`config.mk`:
```
export PLATFORM = sky130hd
export DESIGN_NAME = mem_port_arbiter
export DESIGN_NICKNAME = d
export VERILOG_FILES = /design/src/rtl/riscv_mem_pkg.sv /design/src/rtl/mem_align_check.sv /design/src/rtl/mem_port_arbiter.sv
export SDC_FILE = /design/constraint.sdc
export NUM_CORES = 1
export LEC_CHECK = 0
export ABC_AREA = 1
export BUFFER_PORTS_ARGS = -buffer_cell sky130_fd_sc_hd__buf_2
export CAP_MARGIN = 30
export CORE_UTILIZATION = 41
export CTS_BUF_LIST = sky130_fd_sc_hd__clkbuf_4 sky130_fd_sc_hd__clkbuf_8 sky130_fd_sc_hd__clkbuf_16
export CTS_CLUSTER_SIZE = 16
export DETAILED_ROUTE_END_ITERATION = 8
export PLACE_DENSITY = 0.74
export SYNTH_ARGS = -nofsm -noshare
export SYNTH_HDL_FRONTEND = slang
export SYNTH_HIERARCHICAL = 1
export SYNTH_SLANG_ARGS = --single-unit
export TNS_END_PERCENT = 100
```
`constraint.sdc`:
```
create_clock -name clk -period 5 [get_ports clk]
set_clock_uncertainty 0.1 [all_clocks]
set_input_delay 0 -clock clk [delete_from_list [all_inputs] [get_ports clk]]
set_output_delay 0 -clock clk [all_outputs]
set_load 0.005 [all_outputs]
```
`src/rtl/riscv_mem_pkg.sv`:
```
// Shared definitions for the memory-port arbiter: FSM state encoding and
// RISC-V load/store funct3 codes.
package riscv_mem_pkg;

  typedef enum logic [1:0] {
    IDLE  = 2'd0,
    DATA  = 2'd1,
    FETCH = 2'd2
  } arb_state_e;

  localparam logic [2:0] F3_LB  = 3'b000;
  localparam logic [2:0] F3_LH  = 3'b001;
  localparam logic [2:0] F3_LW  = 3'b010;
  localparam logic [2:0] F3_LBU = 3'b100;
  localparam logic [2:0] F3_LHU = 3'b101;
  localparam logic [2:0] F3_SB  = 3'b000;
  localparam logic [2:0] F3_SH  = 3'b001;
  localparam logic [2:0] F3_SW  = 3'b010;

endpackage

```
`src/rtl/mem_align_check.sv`:
```
// Combinational alignment check of a data access from its funct3 width
// code and the two low address bits.
module mem_align_check
  import riscv_mem_pkg::*;
(
  input  logic [2:0] funct3,
  input  logic [1:0] addr_lo,
  output logic       misaligned
);

  always_comb begin
    misaligned = 1'b0;
    case (funct3)
      F3_LH, F3_LHU: misaligned = addr_lo[0];
      F3_LW:         misaligned = |addr_lo;
      default:       misaligned = 1'b0;
    endcase
  end

endmodule

```
`src/rtl/mem_port_arbiter.sv`:
```
// Arbitrates one shared I+D memory port between instruction fetch and data
// access, data first. Optional alignment trap enabled by MEM_ALIGN_CHECK_EN.
module mem_port_arbiter
  import riscv_mem_pkg::*;
(
  input  logic        clk,
  input  logic        rst,
  input  logic        if_req,
  input  logic [31:0] if_addr,
  input  logic        dm_read,
  input  logic        dm_write,
  input  logic [31:0] dm_addr,
  input  logic [31:0] dm_wdata,
  input  logic [2:0]  dm_funct3,
  output logic        mem_read,
  output logic        mem_write,
  output logic [31:0] mem_addr,
  output logic [31:0] mem_wdata,
  output logic [2:0]  mem_funct3,
  input  logic [31:0] mem_rdata,
  output logic        stall,
  output logic        if_valid,
  output logic [31:0] if_instr,
  output logic        dm_valid,
  output logic [31:0] dm_rdata,
  output logic        misalign
);

  arb_state_e  state_q, state_d;
  logic        dm_pend_q, dm_pend_d;
  logic        dm_rd_q, dm_rd_d;
  logic        dm_wr_q, dm_wr_d;
  logic        if_pend_q, if_pend_d;
  logic [31:0] dm_addr_q, dm_addr_d;
  logic [31:0] dm_wdata_q, dm_wdata_d;
  logic [2:0]  dm_f3_q, dm_f3_d;
  logic [31:0] if_addr_q, if_addr_d;
  logic [31:0] if_instr_q, if_instr_d;
  logic [31:0] dm_rdata_q, dm_rdata_d;
  logic        if_valid_q, if_valid_d;
  logic        dm_valid_q, dm_valid_d;
  logic        misalign_q, misalign_d;
  logic        mis_w;

`ifdef MEM_ALIGN_CHECK_EN
  mem_align_check u_align (
    .funct3     (dm_f3_q),
    .addr_lo    (dm_addr_q[1:0]),
    .misaligned (mis_w)
  );
`else
  assign mis_w = 1'b0;
`endif

  assign stall    = (state_q != IDLE);
  assign if_valid = if_valid_q;
  assign if_instr = if_instr_q;
  assign dm_valid = dm_valid_q;
  assign dm_rdata = dm_rdata_q;
  assign misalign = misalign_q;

  always_comb begin
    state_d    = state_q;
    dm_pend_d  = dm_pend_q;
    dm_rd_d    = dm_rd_q;
    dm_wr_d    = dm_wr_q;
    if_pend_d  = if_pend_q;
    dm_addr_d  = dm_addr_q;
    dm_wdata_d = dm_wdata_q;
    dm_f3_d    = dm_f3_q;
    if_addr_d  = if_addr_q;
    if_instr_d = if_instr_q;
    dm_rdata_d = dm_rdata_q;
    if_valid_d = 1'b0;
    dm_valid_d = 1'b0;
    misalign_d = 1'b0;
    mem_read   = 1'b0;
    mem_write  = 1'b0;
    mem_addr   = 32'd0;
    mem_wdata  = 32'd0;
    mem_funct3 = 3'd0;

    case (state_q)
      IDLE: begin
        dm_pend_d = dm_read | dm_write;
        dm_rd_d   = dm_read;
        dm_wr_d   = dm_write;
        if_pend_d = if_req;
        if (dm_read | dm_write) begin
          dm_addr_d  = dm_addr;
          dm_wdata_d = dm_wdata;
          dm_f3_d    = dm_funct3;
        end
        if (if_req) if_addr_d = if_addr;
        if (dm_read | dm_write) state_d = DATA;
        else if (if_req)        state_d = FETCH;
      end
      DATA: begin
        mem_read   = dm_rd_q & ~mis_w;
        mem_write  = dm_wr_q & ~mis_w;
        mem_addr   = dm_addr_q;
        mem_wdata  = dm_wdata_q;
        mem_funct3 = dm_f3_q;
        if (dm_rd_q) dm_rdata_d = mis_w ? 32'd0 : mem_rdata;
        if (if_pend_q) begin
          state_d = FETCH;
        end else begin
          state_d    = IDLE;
          dm_valid_d = 1'b1;
          misalign_d = mis_w;
        end
      end
      FETCH: begin
        mem_read   = 1'b1;
        mem_addr   = if_addr_q;
        mem_funct3 = F3_LW;
        if_instr_d = mem_rdata;
        state_d    = IDLE;
        // Any data access in this transaction finished in DATA; report both now.
        if_valid_d = 1'b1;
        dm_valid_d = dm_pend_q;
        misalign_d = dm_pend_q & mis_w;
      end
      default: state_d = IDLE;
    endcase

    // Reset can land mid-access; never let a strobe reach memory then.
    if (rst) begin
      mem_read  = 1'b0;
      mem_write = 1'b0;
    end
  end

  always_ff @(posedge clk) begin
    if (rst) begin
      state_q    <= IDLE;
      dm_pend_q  <= 1'b0;
      dm_rd_q    <= 1'b0;
      dm_wr_q    <= 1'b0;
      if_pend_q  <= 1'b0;
      if_instr_q <= 32'd0;
      dm_rdata_q <= 32'd0;
      if_valid_q <= 1'b0;
      dm_valid_q <= 1'b0;
      misalign_q <= 1'b0;
    end else begin
      state_q    <= state_d;
      dm_pend_q  <= dm_pend_d;
      dm_rd_q    <= dm_rd_d;
      dm_wr_q    <= dm_wr_d;
      if_pend_q  <= if_pend_d;
      if_instr_q <= if_instr_d;
      dm_rdata_q <= dm_rdata_d;
      if_valid_q <= if_valid_d;
      dm_valid_q <= dm_valid_d;
      misalign_q <= misalign_d;
    end
  end

  always_ff @(posedge clk) begin
    dm_addr_q  <= dm_addr_d;
    dm_wdata_q <= dm_wdata_d;
    dm_f3_q    <= dm_f3_d;
    if_addr_q  <= if_addr_d;
  end

endmodule

```
==> summary.txt <==
Outcome
  • Status: completed

Timing
  • Fmax: between 300 and 400 MHz
  • Finish-stage setup viols: 0
  • Final Hold Viols: 0
  • RSZ-0062 raised after global routing: false
  • Worst Slack Setup Final: approximately 2400 ps
  • Slew Viols, Final: 0
  • Worst-Margin Slew: around 830 ps
  • Final min period: about 2600 ps
  • Sum Neg Setup Slack: 0 ps
  • Crit share post-route: 0.517
  • Slew headroom: 0.445

Floorplan
  • Core ar.: roughly 0.015 mm2
  • Rows: 45
  • Full die area: 0.0162 mm2
  • Initial Util: 0.423
  • Die Height: around 130 um
  • Top Ports: ~270
  • Die W: 127 um

Worst setup path
  • Critical path type: reg2reg
  • Crit. End Element: flop
  • Critical Path RT: 4990 ps
  • Crit path DAT: approximately 2600 ps
  • Worst setup SP type: flop
  • Worst Reg2Reg Path Length in Cells: 5
  • Worst Path Max Fanout: 37

Clock tree
  • Post-CTS Setup Bufs: 0
  • CTS root buffer: clkbuf_16
  • Total CTS buffers: 17
  • CTS Buffer Depth: 2
  • # H-tree levels: 4
  • Clk slew on worst S/H paths: approximately 70 ps
  • Latest clock arrival within the worst-skew pair: approximately 420 ps
  • Clock Sinks: roughly 170
  • Cts hold-fix bufs: between 100 and 150
  • CTS tree: built
  • Resize count post-CTS: 0

Drt
  • 1st-pass router iterations: 5
  • DRC errors left: 0
  • Routed Antenna Nets: 0
  • Initial DRC count: about 370
  • Drt wl/cell: 15.3 um
  • Vias per cell: roughly 4.7
  • Vias: approximately 5800
  • WL final: around 19 mm

Synth
  • Synth Warn #: 6
  • Yosys reg bits: about 170
  • Synthesized cell area: ~0.0064 mm2
  • Avg Synthesized Cell Area: about 11 um2
  • Distinct cells, synth: 21
  • Synthesized instance count: between 600 and 700
  • Post-synthesis sequential area ratio: 0.685
  • Post-Syn Nets: around 750

Pwr
  • Switching Share: 0.247
  • Sequential cell fraction of total power: 0.483
  • Clk pwr share: 0.389
  • Pint: 0.00257 W
  • Gate power share: 0.128
  • Leak: ~4.6 nW
  • Power density over the cells: between 300 and 400 mW/mm2
  • P_sw: between 0.0008 and 0.0009 W
  • Pwr Total: roughly 0.0034 W
  • Worst-case vdd ir drop: 0.232 mV

Cells and area
  • Area Overhead vs Synth: 53.2%
  • Diodes inserted: 0
  • Finished Core Util: 0.648
  • Layout cells sized above 1: 0.326
  • Layout Nets: between 1000 and 1500

Placement
  • Dpl hpwl: roughly 11 mm
  • Place WS: 2410 ps
  • PortBufs: about 270
  • RD Place Congestion: slightly below 0.8

Global route
  • All-Layer GR Usage: 0.238
  • Global-route wire length before repair: 29.0 mm
  • Pin count of the biggest net entering global routing: a little under 70
  • Initial antenna violation count: 0
  • Total congestion overflow: 0
  • Vias in the first global route: 5805

Min path
  • Tightest Hold Check Type: in2reg
  • Hold path depth: 2

Job
  • Max cap viols: 0
stage by stage:
| step | hold WS [ps] | cell area [um2] | instances |
|---|---|---|---|
| after floorplan | -30.9 | 6450 | 612 |
| after global placement | 76.0 | 7860 | 1063 |
| after detailed placement | 78.1 | 7910 | 1065 |
| after CTS | 159 | 9880 | 1235 |
| after global routing | 158 | 9880 | 1235 |
| final | 167 | 9880 | 1235 |
state kept, by name, indices dropped and copies added, names as in the netlist:
register and flops:
dm_rdata 32, if_valid 1, dm_rd_q 1, dm_f3_q 3, state_q 2, if_pend_q 1, dm_valid 1, if_instr 32
if_addr_q 32, dm_wr_q 1, dm_pend_q 1, dm_wdata_q 32, dm_addr_q 32
cells in the final DEF, fill, tap and decap left out, drive strengths merged:
cell type / n
nor2: 136
inv: 55
dlygate4sd3: 138
clkbuf: 18
a21oi: 38
o21ai: 67
buf: 278
edfxtp: 99
nand3: 2
conb: 1
clkinv: 4
dfxtp: 72
nand2: 108
a22oi: 1
nand4: 1
ha: 4
bufinv: 2
power by group through the flow:
stage | clock, W | combinational, W | sequential (W)
after floorplan | 0 | 0.000175 | 0.00167
after global placement | 0 | 0.000327 | 0.00167
after detailed placement | 0 | 0.000343 | 0.00167
after CTS | 0.00134 | 0.000428 | 0.00164
after global routing | 0.00141 | 0.000479 | 0.00166
final | 0.00133 | 0.000437 | 0.00165
cell type report:
class,count,area [um2]
Clock buffer,18,433
Clock inverter,14,156
Fill cell,1144,5380
Inverter,47,179
Multi-Input combinational cell,358,1600
Sequential cell,171,4410
Tap cell,211,264
Timing Repair Buffer,416,2830
Yosys cell counts:
library cell / n / area (um2)
a21oi_1: 38 / 190
a22oi_1: 1 / 7.51
buf_2: 19 / 95.1
buf_4: 7 / 52.6
buf_6: 9 / 101
clkbuf_2: 1 / 5.00
conb_1: 1 / 3.75
dfxtp_1: 72 / 1440
edfxtp_1: 99 / 2970
ha_1: 4 / 50.1
inv_1: 44 / 165
inv_2: 2 / 7.51
inv_4: 1 / 6.26
nand2_1: 107 / 402
nand2_4: 1 / 11.3
nand3_1: 2 / 10.0
nand4_1: 1 / 6.26
nor2_1: 136 / 510
o21ai_0: 38 / 190
o21ai_1: 9 / 45.0
o21ai_2: 20 / 175
critical path: stages, from the launching register on:
cell,delay [ps]
dfxtp_1,320
inv_1,110
ha_1,320
o21ai_0,220
inv_2,640
buf_4,490
final timing paths:
path / startpoint / end / slack, ps
worst max-delay path: state_q[0] / dm_addr_q[18] / 2420
worst max register to register: state_q[0] / dm_addr_q[18] / 2420
worst min register to register: if_pend_q / if_pend_q / 370
worst min-delay path: dm_addr[20] / dm_addr_q[20] / 170
per-layer routing:
layer | vias to the layer above | share of wire | global-route usage
met5 | - | 0 | 0
met4 | 0 | 0.033 | 0.122
met1 | 2632 | 0.37 | 0.256
met3 | 46 | 0.079 | 0.0704
met2 | 302 | 0.51 | 0.422
li1 | 2794 | - | -
kinds of logic (layout without fill, tap and decap cells):
| logic type | count (synthesis) | after routing | synth area share |
|---|---|---|---|
| simple gates | 247 | 247 | 0.146 |
| flops | 171 | 171 | 0.685 |
| compound gates | 106 | 106 | 0.0943 |
| buf+inv | 83 | 495 | 0.0671 |
| fa+ha+maj | 4 | 4 | 0.00776 |
| other cells | 1 | 1 | 0.000582 |
Note: power is estimated with default switching activity, not from simulation.
